## config.mk

```make
export PLATFORM = sky130hd
export DESIGN_NAME = time_set_ctrl_flat
export DESIGN_NICKNAME = d
export VERILOG_FILES = /design/src/rtl/time_set_ctrl_if.sv /design/src/rtl/time_set_ctrl.sv /design/src/flat_wrapper.sv
export SDC_FILE = /design/constraint.sdc
export NUM_CORES = 1
export LEC_CHECK = 0
export ABC_AREA = 1
export BUFFER_PORTS_ARGS = -buffer_cell sky130_fd_sc_hd__buf_2
export CAP_MARGIN = 10
export CORE_UTILIZATION = 58
export DETAILED_ROUTE_END_ITERATION = 12
export PLACE_DENSITY_LB_ADDON = 0.1
export SLEW_MARGIN = 30
export SYNTH_ARGS = -nofsm -noshare
export SYNTH_HDL_FRONTEND = slang
export SYNTH_HIERARCHICAL = 1
export SYNTH_SLANG_ARGS = --single-unit
export TNS_END_PERCENT = 5
```

## constraint.sdc

```tcl
create_clock -name clk -period 1.8 [get_ports clk]
set_input_delay 0.27 -clock clk [delete_from_list [all_inputs] [get_ports clk]]
set_output_delay 0.27 -clock clk [all_outputs]
set_load 0.02 [all_outputs]
```

## src/rtl/time_set_ctrl_if.sv

```systemverilog
// rtl/time_set_ctrl_if.sv - digit bus and load strobes from the entry controller to the clock
interface time_set_ctrl_if;
    logic [1:0] H_in1;
    logic [3:0] H_in0;
    logic [3:0] M_in1;
    logic [3:0] M_in0;
    logic       LD_time;
    logic       LD_alarm;
    logic       editing;
    logic [1:0] edit_digit;

    modport master (
        output H_in1, H_in0, M_in1, M_in0,
        output LD_time, LD_alarm,
        output editing, edit_digit
    );

    modport slave (
        input  H_in1, H_in0, M_in1, M_in0,
        input  LD_time, LD_alarm,
        input  editing, edit_digit
    );
endinterface

```

## src/rtl/time_set_ctrl.sv

```systemverilog
// rtl/time_set_ctrl.sv - debounced three-button editor that loads time/alarm digits into the clock
module time_set_ctrl_debounce #(
    parameter int DEBOUNCE_CYCLES = 2
) (
    input  logic clk,
    input  logic reset_n,
    input  logic btn,
    output logic press
);
    localparam logic [3:0] LAST = 4'(DEBOUNCE_CYCLES - 1);

    logic       sync1;
    logic       sync2;
    logic       latched;
    logic [3:0] cnt;

    always_ff @(posedge clk or negedge reset_n) begin
        if (!reset_n) begin
            sync1   <= 1'b0;
            sync2   <= 1'b0;
            latched <= 1'b0;
            cnt     <= '0;
            press   <= 1'b0;
        end else begin
            sync1 <= btn;
            sync2 <= sync1;
            press <= 1'b0;
            // Released: count consecutive highs to fire. Latched: count consecutive lows to re-arm.
            if (sync2 == latched) begin
                cnt <= '0;
            end else if (cnt == LAST) begin
                cnt     <= '0;
                latched <= sync2;
                press   <= sync2;
            end else begin
                cnt <= cnt + 4'd1;
            end
        end
    end
endmodule

module time_set_ctrl #(
    parameter int DEBOUNCE_CYCLES = 2,
    parameter int LOAD_CYCLES     = 10,
    parameter int TIMEOUT_CYCLES  = 300
) (
    input  logic                   clk,
    input  logic                   reset_n,
    input  logic                   btn_mode,
    input  logic                   btn_next,
    input  logic                   btn_inc,
    input  logic                   sel_alarm,
    input  logic [1:0]             cur_H1,
    input  logic [3:0]             cur_H0,
    input  logic [3:0]             cur_M1,
    input  logic [3:0]             cur_M0,
    time_set_ctrl_if.master        ld_bus
);
    localparam int TW = $clog2(TIMEOUT_CYCLES + 1);
    localparam int LW = $clog2(LOAD_CYCLES + 1);
    localparam logic [TW-1:0] TO_LAST = TW'(TIMEOUT_CYCLES - 1);
    localparam logic [LW-1:0] LD_LAST = LW'(LOAD_CYCLES - 1);

    typedef enum logic [2:0] {
        S_IDLE,
        S_EDIT_H1,
        S_EDIT_H0,
        S_EDIT_M1,
        S_EDIT_M0,
        S_COMMIT
    } state_t;

    logic mode_ev;
    logic next_ev;
    logic inc_ev;

    time_set_ctrl_debounce #(.DEBOUNCE_CYCLES(DEBOUNCE_CYCLES)) u_deb_mode (
        .clk(clk), .reset_n(reset_n), .btn(btn_mode), .press(mode_ev)
    );
    time_set_ctrl_debounce #(.DEBOUNCE_CYCLES(DEBOUNCE_CYCLES)) u_deb_next (
        .clk(clk), .reset_n(reset_n), .btn(btn_next), .press(next_ev)
    );
    time_set_ctrl_debounce #(.DEBOUNCE_CYCLES(DEBOUNCE_CYCLES)) u_deb_inc (
        .clk(clk), .reset_n(reset_n), .btn(btn_inc), .press(inc_ev)
    );

    state_t        state_q, state_d;
    logic          target_q, target_d;
    logic [1:0]    h1_q, h1_d;
    logic [3:0]    h0_q, h0_d;
    logic [3:0]    m1_q, m1_d;
    logic [3:0]    m0_q, m0_d;
    logic [LW-1:0] ld_cnt_q, ld_cnt_d;
    logic [TW-1:0] to_cnt_q, to_cnt_d;
    logic          ld_time_q, ld_time_d;
    logic          ld_alarm_q, ld_alarm_d;
    logic          editing_q, editing_d;
    logic [1:0]    edit_digit_q, edit_digit_d;

    always_ff @(posedge clk or negedge reset_n) begin
        if (!reset_n) begin
            state_q      <= S_IDLE;
            target_q     <= 1'b0;
            h1_q         <= '0;
            h0_q         <= '0;
            m1_q         <= '0;
            m0_q         <= '0;
            ld_cnt_q     <= '0;
            to_cnt_q     <= '0;
            ld_time_q    <= 1'b0;
            ld_alarm_q   <= 1'b0;
            editing_q    <= 1'b0;
            edit_digit_q <= '0;
        end else begin
            state_q      <= state_d;
            target_q     <= target_d;
            h1_q         <= h1_d;
            h0_q         <= h0_d;
            m1_q         <= m1_d;
            m0_q         <= m0_d;
            ld_cnt_q     <= ld_cnt_d;
            to_cnt_q     <= to_cnt_d;
            ld_time_q    <= ld_time_d;
            ld_alarm_q   <= ld_alarm_d;
            editing_q    <= editing_d;
            edit_digit_q <= edit_digit_d;
        end
    end

    always_comb begin
        state_d  = state_q;
        target_d = target_q;
        h1_d     = h1_q;
        h0_d     = h0_q;
        m1_d     = m1_q;
        m0_d     = m0_q;
        ld_cnt_d = ld_cnt_q;
        to_cnt_d = to_cnt_q;

        unique case (state_q)
            S_IDLE: begin
                if (mode_ev) begin
                    state_d  = S_EDIT_H1;
                    target_d = sel_alarm;
                    to_cnt_d = '0;
                    if (sel_alarm) begin
                        h1_d = '0;
                        h0_d = '0;
                        m1_d = '0;
                        m0_d = '0;
                    end else begin
                        // Clamp a preload that is not a legal 00:00-23:59 value.
                        h1_d = (cur_H1 > 2'd2) ? 2'd2 : cur_H1;
                        h0_d = (cur_H0 > 4'd9) ? 4'd9 : cur_H0;
                        m1_d = (cur_M1 > 4'd5) ? 4'd5 : cur_M1;
                        m0_d = (cur_M0 > 4'd9) ? 4'd9 : cur_M0;
                        if (h1_d == 2'd2 && h0_d > 4'd3) begin
                            h0_d = 4'd3;
                        end
                    end
                end
            end

            S_EDIT_H1, S_EDIT_H0, S_EDIT_M1, S_EDIT_M0: begin
                if (mode_ev || next_ev || inc_ev) begin
                    to_cnt_d = '0;
                end
                if (mode_ev) begin
                    state_d = S_IDLE;
                end else if (next_ev) begin
                    unique case (state_q)
                        S_EDIT_H1: state_d = S_EDIT_H0;
                        S_EDIT_H0: state_d = S_EDIT_M1;
                        S_EDIT_M1: state_d = S_EDIT_M0;
                        default: begin
                            state_d  = S_COMMIT;
                            ld_cnt_d = '0;
                        end
                    endcase
                end else if (inc_ev) begin
                    unique case (state_q)
                        S_EDIT_H1: begin
                            if (h1_q == 2'd2) begin
                                h1_d = 2'd0;
                            end else begin
                                h1_d = h1_q + 2'd1;
                                if (h1_d == 2'd2 && h0_q > 4'd3) begin
                                    h0_d = 4'd3;
                                end
                            end
                        end
                        S_EDIT_H0: h0_d = (h0_q >= ((h1_q == 2'd2) ? 4'd3 : 4'd9)) ? 4'd0 : h0_q + 4'd1;
                        S_EDIT_M1: m1_d = (m1_q >= 4'd5) ? 4'd0 : m1_q + 4'd1;
                        default:   m0_d = (m0_q >= 4'd9) ? 4'd0 : m0_q + 4'd1;
                    endcase
                end else if (to_cnt_q == TO_LAST) begin
                    state_d = S_IDLE;
                end else begin
                    to_cnt_d = to_cnt_q + 1'b1;
                end
            end

            S_COMMIT: begin
                // Buttons are ignored here; only the hold counter decides the exit.
                if (ld_cnt_q == LD_LAST) begin
                    state_d = S_IDLE;
                end else begin
                    ld_cnt_d = ld_cnt_q + 1'b1;
                end
            end

            default: state_d = S_IDLE;
        endcase
    end

    always_comb begin
        editing_d    = 1'b0;
        edit_digit_d = 2'd0;
        ld_time_d    = 1'b0;
        ld_alarm_d   = 1'b0;
        unique case (state_d)
            S_EDIT_H1: begin editing_d = 1'b1; edit_digit_d = 2'd0; end
            S_EDIT_H0: begin editing_d = 1'b1; edit_digit_d = 2'd1; end
            S_EDIT_M1: begin editing_d = 1'b1; edit_digit_d = 2'd2; end
            S_EDIT_M0: begin editing_d = 1'b1; edit_digit_d = 2'd3; end
            S_COMMIT: begin
                ld_time_d  = ~target_d;
                ld_alarm_d = target_d;
            end
            default: ;
        endcase
    end

    assign ld_bus.H_in1      = h1_q;
    assign ld_bus.H_in0      = h0_q;
    assign ld_bus.M_in1      = m1_q;
    assign ld_bus.M_in0      = m0_q;
    assign ld_bus.LD_time    = ld_time_q;
    assign ld_bus.LD_alarm   = ld_alarm_q;
    assign ld_bus.editing    = editing_q;
    assign ld_bus.edit_digit = edit_digit_q;
endmodule

```

## src/flat_wrapper.sv

```systemverilog
// flat-port wrapper written by rule: the top's interface ports become plain ports
module time_set_ctrl_flat 
#(
    parameter int DEBOUNCE_CYCLES = 2,
    parameter int LOAD_CYCLES     = 10,
    parameter int TIMEOUT_CYCLES  = 300
)
  (clk, reset_n, btn_mode, btn_next, btn_inc, sel_alarm, cur_H1, cur_H0, cur_M1, cur_M0, ld_bus_H_in1, ld_bus_H_in0, ld_bus_M_in1, ld_bus_M_in0, ld_bus_LD_time, ld_bus_LD_alarm, ld_bus_editing, ld_bus_edit_digit);
  time_set_ctrl_if ld_bus_i ();
  input  logic clk;
  input  logic reset_n;
  input  logic btn_mode;
  input  logic btn_next;
  input  logic btn_inc;
  input  logic sel_alarm;
  input  logic [1:0] cur_H1;
  input  logic [3:0] cur_H0;
  input  logic [3:0] cur_M1;
  input  logic [3:0] cur_M0;
  output wire logic [$bits(ld_bus_i.H_in1)-1:0] ld_bus_H_in1;
  output wire logic [$bits(ld_bus_i.H_in0)-1:0] ld_bus_H_in0;
  output wire logic [$bits(ld_bus_i.M_in1)-1:0] ld_bus_M_in1;
  output wire logic [$bits(ld_bus_i.M_in0)-1:0] ld_bus_M_in0;
  output wire logic [$bits(ld_bus_i.LD_time)-1:0] ld_bus_LD_time;
  output wire logic [$bits(ld_bus_i.LD_alarm)-1:0] ld_bus_LD_alarm;
  output wire logic [$bits(ld_bus_i.editing)-1:0] ld_bus_editing;
  output wire logic [$bits(ld_bus_i.edit_digit)-1:0] ld_bus_edit_digit;
  assign ld_bus_H_in1 = ld_bus_i.H_in1;
  assign ld_bus_H_in0 = ld_bus_i.H_in0;
  assign ld_bus_M_in1 = ld_bus_i.M_in1;
  assign ld_bus_M_in0 = ld_bus_i.M_in0;
  assign ld_bus_LD_time = ld_bus_i.LD_time;
  assign ld_bus_LD_alarm = ld_bus_i.LD_alarm;
  assign ld_bus_editing = ld_bus_i.editing;
  assign ld_bus_edit_digit = ld_bus_i.edit_digit;
  time_set_ctrl #(.DEBOUNCE_CYCLES(DEBOUNCE_CYCLES), .LOAD_CYCLES(LOAD_CYCLES), .TIMEOUT_CYCLES(TIMEOUT_CYCLES)) u_core (.clk(clk), .reset_n(reset_n), .btn_mode(btn_mode), .btn_next(btn_next), .btn_inc(btn_inc), .sel_alarm(sel_alarm), .cur_H1(cur_H1), .cur_H0(cur_H0), .cur_M1(cur_M1), .cur_M0(cur_M0), .ld_bus(ld_bus_i));
endmodule
```

==> results of run 1 <==
-- metal layers --
| metal | vias up | track usage, % | wire length (um) |
|---|---|---|---|
| met5 | - | 0 | 0 |
| met3 | 9 | 5.65 | 231 |
| met1 | 1295 | 29.0 | 3000 |
| met2 | 54 | 41.1 | 3160 |
| met4 | 0 | 7.55 | 82 |
| li1 | 1452 | - | - |
-- cell families after synthesis --
kind of cell,synth area share [%]
buf+inv,8.72
flops,45.5
simple gates,29.2
xor+xnor,2.65
fa+ha+maj,4.55
compound gates,9.36
-- cells in the mapped netlist (all sizes together) --
cell type / instances / area [um^2]
ha: 12 / 150
nand2: 109 / 419
o21ai: 23 / 119
nand3: 33 / 198
xnor2: 2 / 17.5
o31ai: 2 / 15.0
nor2: 62 / 255
a21boi: 1 / 7.51
xor2: 8 / 70.1
dfrtp: 60 / 1500
nor4: 1 / 6.26
a211o: 1 / 8.76
nand3b: 1 / 11.3
inv: 63 / 239
o32ai: 1 / 8.76
nand4: 6 / 37.5
or2: 2 / 12.5
a31oi: 4 / 25.0
nor3: 4 / 25.0
a21oi: 15 / 75.1
buf: 6 / 48.8
o22ai: 8 / 50.1
-- worst paths after layout --
kind	end	slack, ps	depth (start not counted)
max	u_core/to_cnt_q[0]$_DFFE_PN0P_	140	7
max in group asynchronous	u_core/to_cnt_q[7]$_DFFE_PN0P_	1060	3
max reg2reg	u_core/to_cnt_q[0]$_DFFE_PN0P_	140	7
min reg2reg	u_core/u_deb_inc/sync2$_DFF_PN0_	350	0
min	u_core/u_deb_next/sync1$_DFF_PN0_	40	1
min in group asynchronous	u_core/ld_bus.H_in0[2]$_DFFE_PN0P_	470	3
-- area by class of cell --
cell class,instances,area (um^2),area share (%)
Sequential cell,60,1500,39.8
Clock buffer,13,159,4.21
Clock inverter,2,10.0,0.265
Inverter,63,239,6.33
Tap cell,72,90.1,2.39
Timing Repair Buffer,44,250,6.63
Multi-Input combinational cell,295,1520,40.4
-- power by group through the flow --
stage / clock [mW] / combinational (mW) / sequential [mW]
6_report: 1.04 / 2.09 / 1.96
5_1_grt: 1.13 / 2.36 / 2.02
4_1_cts: 1.08 / 2.06 / 1.96
3_5_place_dp: 0 / 2.05 / 1.98
3_3_place_gp: 0 / 1.99 / 1.97
2_1_floorplan: 0 / 1.45 / 2.05
-- registers in the layout, summed over array words and instances (netlist names), 2 cells and up --
register and count:
u_core/to_cnt_q 9, u_core/ld_bus.H_in0 4, u_core/ld_bus.M_in0 4, u_core/ld_bus.M_in1 4, u_core/ld_cnt_q 4, u_core/u_deb_inc/cnt 4
u_core/u_deb_mode/cnt 4, u_core/u_deb_next/cnt 4, u_core/state_q 3, u_core/ld_bus.H_in1 2, u_core/ld_bus.edit_digit 2
-- stage by stage --
stage / hold WS (ps) / std cells / worst slack [ps] / power (mW)
6_report: 38.2 / 549 / 135 / 5.10
5_1_grt: 21.8 / 549 / 9.95 / 5.51
4_1_cts: 22.0 / 549 / 106 / 5.11
3_5_place_dp: 304 / 533 / 110 / 4.03
3_3_place_gp: 301 / 533 / 146 / 3.96
2_1_floorplan: -25.6 / 424 / 159 / 3.50
-- worst reg2reg max path: stages, from the launching register on --
cell     delay (ps)
dfrtp_1         450
nor2_2          190
nand2_1         110
nor2_2          200
nor2_4          100
a21oi_1         230
xor2_1          210
nor2_1           50
-- what timing repair did --
action                     CTS  global route
resized for setup            0             5
hold buffers                 1             0
hold endpoints to repair    60             0
setup endpoints to repair    0             4
==> impl_results.md, run 1 <==
* Die H at 77.4 um
* Final setup viols at 0
* WP data arrival at 1880 ps
* Switching share of power at 42.4%
* Logic pwr share at 41.0%
* Share of post-route cells with drive strength above 1 at 18.2%
* Final ANT Viol Nets at 0
* Critical Path Sink Type: flip-flop
* Syn-to-layout area delta at 14.3%
* Post-DR wirelength/cell at 11.8 um
* Peak VDD IR at 834 uV
* Syn avg cell area at 7.78 um^2
* Buf/Inv on CP at 0
* Max-cap violations at 0
* Placement Cell Area at 3580 um^2
* Antenna diodes at 0
* IO Count at 39
* DRT Pass-1 Iters at 4
* Vias at 2810
* Worst Clk Skew at 7.27 ps
* Slew margin rel. at 78.6%
* Status: completed
* Core box area at 5510 um^2
* Slowest CP cell: dfrtp_1
* CTS tree: built
* Sequential element share of the synthesized area at 45.5%
* Yosys cell types at 33
* First-pass GRT wire length at 11300 um
* Die area at 6000 um^2
* Unrepaired setup endpoints after global routing: false
* Post-Syn Nets at 456
* Crit path from: u_core/state_q[1]$_DFF_PN0_
* Clk_lat worst skew at 330 ps
* Worst-margin pin slew at 321 ps
* DRC viols at 0
* CTS buffer count at 9
* Clk sinks at 60
* Via density at 5.12
* Starting DRT DRC Count at 173
* Final Max Tran Viols at 0
* CP most frequent cell: nor2_2
* FF+latch count, synth at 60
* Final Cycle Share at 92.5%
* Yosys warning count at 6
* Synthesized area at 3300 um^2
* Startpoint Class: flip-flop
* Post-DP HPWL at 4750 um
* Clock share of power at 20.5%
* Achievable Freq at 601 MHz
* Final Hold Vio Count at 0
* Setup TNS Final at 0 ps
* # rows at 27
* Largest net degree at the start of global routing at 61
* Hold Path Class: in2reg
* Routability cong. at 0.796
* P_int at 2.94 mW
* H-tree Lvls at 3
* Psw at 2.16 mW
* Final Cell Area at 3770 um^2
* Crit path max fanout at 7
* Clock transition at path regs at 60 ps
* PD cells at 1350 nW/um^2
* Tot GR Track Use at 23.7%
* Commonest non-fill, non-tap cell in the layout: nand2_1
* Root Buffer: clkbuf_8
* Slowest stage delay, CP at 450 ps
* DIE WIDTH at 77.4 um
* Initial Util at 59.9%
* Post-Route WL at 6480 um
* CP Class: reg2reg
* Post-CTS setup buffer count at 0
* Reg2Reg Launch Point: u_core/state_q[1]$_DFF_PN0_
* Filler Cells Inserted at 465
* Required time of the critical path at 2020 ps
* Most frequent cells in the layout: nand2_1 (105), dfrtp_1 (60), nor2_1 (56), inv_1 (54), buf_2 (38)
* Initial antenna violation count at 0
* Grt ovf at 0
* Final core utilization at 68.5%
* Vias in the first global route at 2700
* Family with the most delay on the worst path: simple AND/OR/NAND/NOR gates
* Sequential Power Share at 38.5%
* Longest Clk Path Bufs at 2
* HP Start: btn_next
* CP cell instances: nor2_2 > nand2_1 > nor2_2 > nor2_4 > a21oi_1 > xor2_1 > nor2_1
* NumNets Final at 505
* IO buf count at 38
* Mapped Cells at 424
* Leak pwr at 1.97 nW
* Final Critical Period at 1660 ps
Note: power is estimated with default switching activity, not from simulation.
==> inputs of run 2 (changes only) <==
Settings changed: ABC_AREA 1 to unset.
==> run 2 against run 1 <==
  * Sequential cell count is the same
  * Worst hold slack better by 7.6 ps
  * Combinational power increased by 34%
  * Die area decreased by 2.1%
  * Clock skew decreased by 2.5 ps
  * Register-to-register slack worse by 130 ps
  * Global-route usage about the same
  * Largest power group unchanged
  * Highest routed layer unchanged
==> impl_results.md, run 2 <==
* Post-Syn Nets at 358
* Final Critical Period at 1790 ps
* Final Max Tran Viols at 0
* DIE WIDTH at 76.6 um
* Crit path max fanout at 4
* Most frequent cells in the layout: dfrtp_1 (57), buf_2 (38), nand2_1 (29), nor2_1 (27), buf_4 (22)
* Worst Hold Slack at 45.8 ps
* Worst-margin pin slew at 462 ps
* Commonest non-fill, non-tap cell in the layout: dfrtp_1
* Largest net degree at the start of global routing at 43
* Post-synth EDFFs at 0
* Core box area at 5240 um^2
* Required time of the critical path at 2050 ps
* CP Class: reg2reg
* H-tree Lvls at 3
* Post-Route WL at 6330 um
* Vias in the first global route at 2507
* Initial Util at 61.6%
* CTS buffer count at 9
* Syn avg cell area at 9.90 um^2
* Tot Pwr at 6.04 mW
* CP cell instances: nand2b_4 > ha_4 > a211o_1 > a21oi_2 > nor3b_4 > a32oi_1 > o22ai_1
* Startpoint Class: flip-flop
* Filler Cells Inserted at 381
* Share of the synthesized area in the top cell type at 46.5%
* Main flop type after synthesis: dfrtp_1
* DRT Pass-1 Iters at 4
* Layout Cells excl Fill at 466
* # rows at 26
* Max FFs per register at 9
* Status: completed
* Synthesized area at 3230 um^2
* DRC viols at 0
* Sequential element share of the synthesized area at 46.5%
* Vias at 2592
* Final setup viols at 0
* Hold Path Class: in2reg
* CTS tree: built
* Leak pwr at 1.85 nW
* IO buf count at 38
* Register-to-register setup slack at 9 ps
* Final Cycle Share at 99.5%
* Mapped Cells at 326
* Post-DP HPWL at 4650 um
* Syn-to-layout area delta at 21.4%
* Cell with the most instances after synthesis: dfrtp_1
* Max-cap violations at 0
* PD cells at 1540 nW/um^2
* Die H at 76.6 um
* Starting DRT DRC Count at 160
* Clk sinks at 60
* Slew margin rel. at 69.2%
* Yosys warning count at 6
* Initial antenna violation count at 0
* Unrepaired setup endpoints after global routing: true
* Final Hold Vio Count at 0
* FF+latch count, synth at 60
* Asr flop ratio synth at 100%
* Synth area leaders: dfrtp_1 (47%), ha_1 (4.7%), nand2_1 (3.4%), a21oi_1 (3.3%), nor2_1 (3.3%)
* Die area at 5870 um^2
* Slowest CP cell: dfrtp_2
* Routability cong. at 0.831
* Reg area at 1510 um^2
* Grt ovf at 0
* Top cells by count, synth: dfrtp_1 (60), nand2_1 (29), nor2_1 (28)
* Share of post-route cells with drive strength above 1 at 28.0%
* Longest Clk Path Bufs at 2
* Clock transition at path regs at 70 ps
* Placed cell count at 448
* Peak VDD IR at 950 uV
* Clk_lat worst skew at 330 ps
* Antenna diodes at 0
* WP data arrival at 2040 ps
* IO Count at 39
* Final ANT Viol Nets at 0
* Biggest register: u_core/to_cnt_q
* First-pass GRT wire length at 11000 um
* Multi-input logic area at 1690 um^2
* Yosys cell types at 56
* Tot GR Track Use at 23.7%
* Synth area leader: dfrtp_1
* Root Buffer: clkbuf_8
* Achievable Freq at 558 MHz
* Critical Path Sink Type: flip-flop
* NumNets Final at 424
* Post-DR wirelength/cell at 13.6 um
* Slowest stage delay, CP at 400 ps
* Worst Clk Skew at 4.77 ps
* Via density at 5.56
-- run 2: worst paths after layout --
kind                                               startpoint                            endpoint  cells after the start
max                        u_core/ld_bus.H_in1[0]$_DFFE_PN0P_  u_core/ld_bus.H_in0[2]$_DFFE_PN0P_                      7
min                                                  btn_next   u_core/u_deb_next/sync1$_DFF_PN0_                      1
max reg2reg                u_core/ld_bus.H_in1[0]$_DFFE_PN0P_  u_core/ld_bus.H_in0[2]$_DFFE_PN0P_                      7
min reg2reg                 u_core/u_deb_next/sync1$_DFF_PN0_   u_core/u_deb_next/sync2$_DFF_PN0_                      0
max in group asynchronous                             reset_n         u_core/state_q[1]$_DFF_PN0_                      3
min in group asynchronous                             reset_n  u_core/ld_bus.H_in0[2]$_DFFE_PN0P_                      2
-- run 2: cell families (layout without fill, tap and decap cells) --
| kind of cell | Yosys count | count (layout) | share of synthesized area (%) |
|---|---|---|---|
| DFF | 60 | 60 | 46.5 |
| muxes | 8 | 8 | 3.02 |
| AOI/OAI and AO/OA | 87 | 87 | 17.7 |
| buffers and inverters | 24 | 94 | 3.02 |
| xor gates and xnor gates | 13 | 13 | 3.53 |
| and+or+nand+nor | 122 | 122 | 21.5 |
| adders and majority gates | 12 | 12 | 4.65 |
-- run 2: final cells by class --
type	instances	area share, %
multi-input cells	242	43.0
flip-flops and latches	60	38.4
repair buffers	62	9.83
inverters	17	1.63
clock inverters	4	1.28
clock buffers	11	3.61
well taps	70	2.23
-- run 2: stage by stage --
step                      setup WS, ps  TNS, ps  utilization (%)  area (um^2)
final                             9.12        0             74.8         3920
after global routing             -69.8     -163             74.8         3920
after CTS                         26.0        0             74.2         3890
after detailed placement        0.0872        0             70.2         3680
after global placement            48.5        0             70.2         3680
after floorplan                  -8.00    -8.00                -         3260
-- run 2: metal layers --
layer / vias up / GRT usage, % / part of all wire, %
met3: 5 / 4.79 / 4.0
li1: 1294 / - / -
met2: 60 / 39.1 / 48
met5: - / 0 / 0
met1: 1233 / 30.6 / 46
met4: 0 / 9.23 / 1.0
-- run 2: repair_timing --
action / in CTS / in global routing
resized for setup: 0 / 7
setup endpoints to repair: 1 / 18
endpoints found under the hold margin: 18 / 0
pin swaps: 4 / 4
gates cloned: 0 / 0
setup buffers: 1 / 1
hold buffers: 1 / 0
-- run 2: worst max-delay path: cells and delay by family (launching register included) --
family                   cells  cell delay [ps]
adder cells (fa/ha/maj)      1              200
AND/OR/NAND/NOR              2              410
flip-flops                   1              400
AO/OA/AOI/OAI                4              700
-- run 2: power breakdown --
part,internal [mW],total [mW],switching (mW)
clock network,0.667,1.17,0.498
registers,1.69,2.07,0.379
logic,1.26,2.80,1.54
==> inputs of run 3 (changes only) <==
Settings changed: CTS_BUF_LIST set to sky130_fd_sc_hd__clkbuf_8 sky130_fd_sc_hd__clkbuf_16.
==> run 3 against run 2 <==
  * Clock power barely moved
  * Critical path depth did not move
  * Combinational power barely moved
  * Via count did not move
  * Core utilization did not move
  * Sequential power barely moved
  * First-iteration DRC count rose by 0.63%
  * Largest cell class unchanged
  * Highest routed layer unchanged
==> impl_results.md, run 3 (same netlist as run 2, synthesis figures left out) <==
* Status: completed
* Logic pwr share at 46.4%
* Max-cap violations at 0
* Via density at 5.56
* Hold Path Class: in2reg
* CP cell instances: nand2b_4 > ha_4 > a211o_1 > a21oi_2 > nor3b_4 > a32oi_1 > o22ai_1
* Post-DR wirelength/cell at 13.6 um
* Most frequent cells in the layout: dfrtp_1 (57), buf_2 (38), nand2_1 (29), nor2_1 (27), buf_4 (22)
* Initial Util at 61.6%
* Place WS at 0.0872 ps
* Final Cycle Share at 99.5%
* Peak VDD IR at 950 uV
* Final Critical Period at 1790 ps
* Worst-margin pin slew at 462 ps
* Final Cell Area at 3920 um^2
* Die H at 76.6 um
* Placed cell count at 448
* Final core utilization at 74.8%
* Slew margin rel. at 69.2%
* Placement Cell Area at 3680 um^2
* Tot Pwr at 6.03 mW
* CP Class: reg2reg
* Core box area at 5240 um^2
* Worst Hold Slack at 45.7 ps
* NumNets Final at 424
* Vias in the first global route at 2507
* Syn-to-layout area delta at 21.4%
* Crit path max fanout at 4
* Crit path from: u_core/ld_bus.H_in1[0]$_DFFE_PN0P_
* P_int at 3.61 mW
* Vias at 2592
* Worst Clk Skew at 4.76 ps
* PD cells at 1540 nW/um^2
* Reg2Reg Launch Point: u_core/ld_bus.H_in1[0]$_DFFE_PN0P_
* Switching share of power at 40.1%
* Biggest register: u_core/to_cnt_q
* Final ANT Viol Nets at 0
* Final Max Tran Viols at 0
* Startpoint Class: flip-flop
* Routability cong. at 0.831
* CTS buffer count at 9
* Slowest CP cell: dfrtp_2
* Critical path depth in cells at 7
* Root Buffer: clkbuf_8
* Clock transition at path regs at 70 ps
* Layout Cells excl Fill at 466
* Clock share of power at 19.2%
* Required time of the critical path at 2050 ps
* Initial antenna violation count at 0
* Family with the most delay on the worst path: compound AO/OA/AOI/OAI gates
* H-tree Lvls at 3
* First-pass GRT wire length at 11000 um
* Final setup margin at 9.12 ps
* Register-to-register setup slack at 9 ps
* Die area at 5870 um^2
* Unrepaired setup endpoints after global routing: true
* Final setup viols at 0
* Setup TNS Final at 0 ps
* IO buf count at 38
* Sequential Power Share at 34.3%
* DRC viols at 0
* Final Hold Vio Count at 0
* Slowest stage delay, CP at 400 ps
* Critical Path Sink Type: flip-flop
* CP endpoint: u_core/ld_bus.H_in0[2]$_DFFE_PN0P_
* Psw at 2.42 mW
* Crit Reg-Reg Endpoint: u_core/ld_bus.H_in0[2]$_DFFE_PN0P_
* Tot GR Track Use at 23.7%
* Longest Clk Path Bufs at 2
* Clk_lat worst skew at 330 ps
* Achievable Freq at 558 MHz
* DRT Pass-1 Iters at 4
* DIE WIDTH at 76.6 um
* IO Count at 39
* Largest net degree at the start of global routing at 43
* Post-DP HPWL at 4650 um
* Post-Route WL at 6330 um
* Share of post-route cells with drive strength above 1 at 28.0%
* Commonest non-fill, non-tap cell in the layout: dfrtp_1
* CTS tree: built
* Leak pwr at 1.86 nW
* Grt ovf at 0
* Starting DRT DRC Count at 161
* Clk sinks at 60
* # rows at 26
* WP data arrival at 2040 ps
* Worst Reg-to-Reg Cells at 7
* Antenna diodes at 0
* Max FFs per register at 9
* Buf/Inv on CP at 0
[run 3: cell types whose count changed in the layout (fill, tap and decap cells not counted)]
| cell | delta |
|---|---|
| clkbuf_1 | -1 |
| inv_1 | +1 |
[run 3: final cells by class]
class                      count  area [um^2]
multi-input combinational    242         1690
sequential                    60         1510
fill                         381         1320
timing repair buffer          62          385
clock buffer                  10          138
tap                           70         87.6
inverter                      17         63.8
clock inverter                 5         53.8
[run 3: power groups by stage]
stage | sequential (mW) | combinational, mW | clock (mW)
finish | 2.07 | 2.80 | 1.16
global placement | 2.07 | 2.66 | 0
CTS | 2.06 | 2.74 | 1.19
detailed placement | 2.08 | 2.71 | 0
global route | 2.13 | 3.12 | 1.25
floorplan | 2.21 | 1.71 | 0
[run 3: how the worst min path moves through the flow]
stage	startpoint	to	cells past startpoint
2_1_floorplan	reset_n	u_core/ld_bus.H_in0[0]$_DFFE_PN0P_	0
3_3_place_gp	reset_n	u_core/ld_bus.H_in0[1]$_DFFE_PN0P_	1
3_5_place_dp	reset_n	u_core/ld_bus.H_in0[2]$_DFFE_PN0P_	1
4_1_cts	btn_next	u_core/u_deb_next/sync1$_DFF_PN0_	1
5_1_grt	btn_mode	u_core/u_deb_mode/sync1$_DFF_PN0_	1
6_report	btn_next	u_core/u_deb_next/sync1$_DFF_PN0_	1
[run 3: metal layers]
layer	up-vias	global-route usage (%)	share of wire [%]
li1	1294	-	-
met2	59	39.1	48
met4	0	9.23	1.0
met5	-	0	0
met1	1234	30.6	46
met3	5	4.79	4.0
[run 3: timing repair]
action	in CTS	in global routing
setup endpoints to repair	1	18
gates resized for setup	0	7
gates cloned	0	0
hold buffers	1	0
setup buffers	1	1
endpoints found under the hold margin	18	0
pin swaps	4	4
[run 3: worst register-to-register path: cells and delay by family (launching register included)]
family | cells | cell delay [ps]
AOI/OAI and AO/OA | 4 | 700
and+or+nand+nor | 2 | 410
adders and majority gates | 1 | 200
DFF | 1 | 400
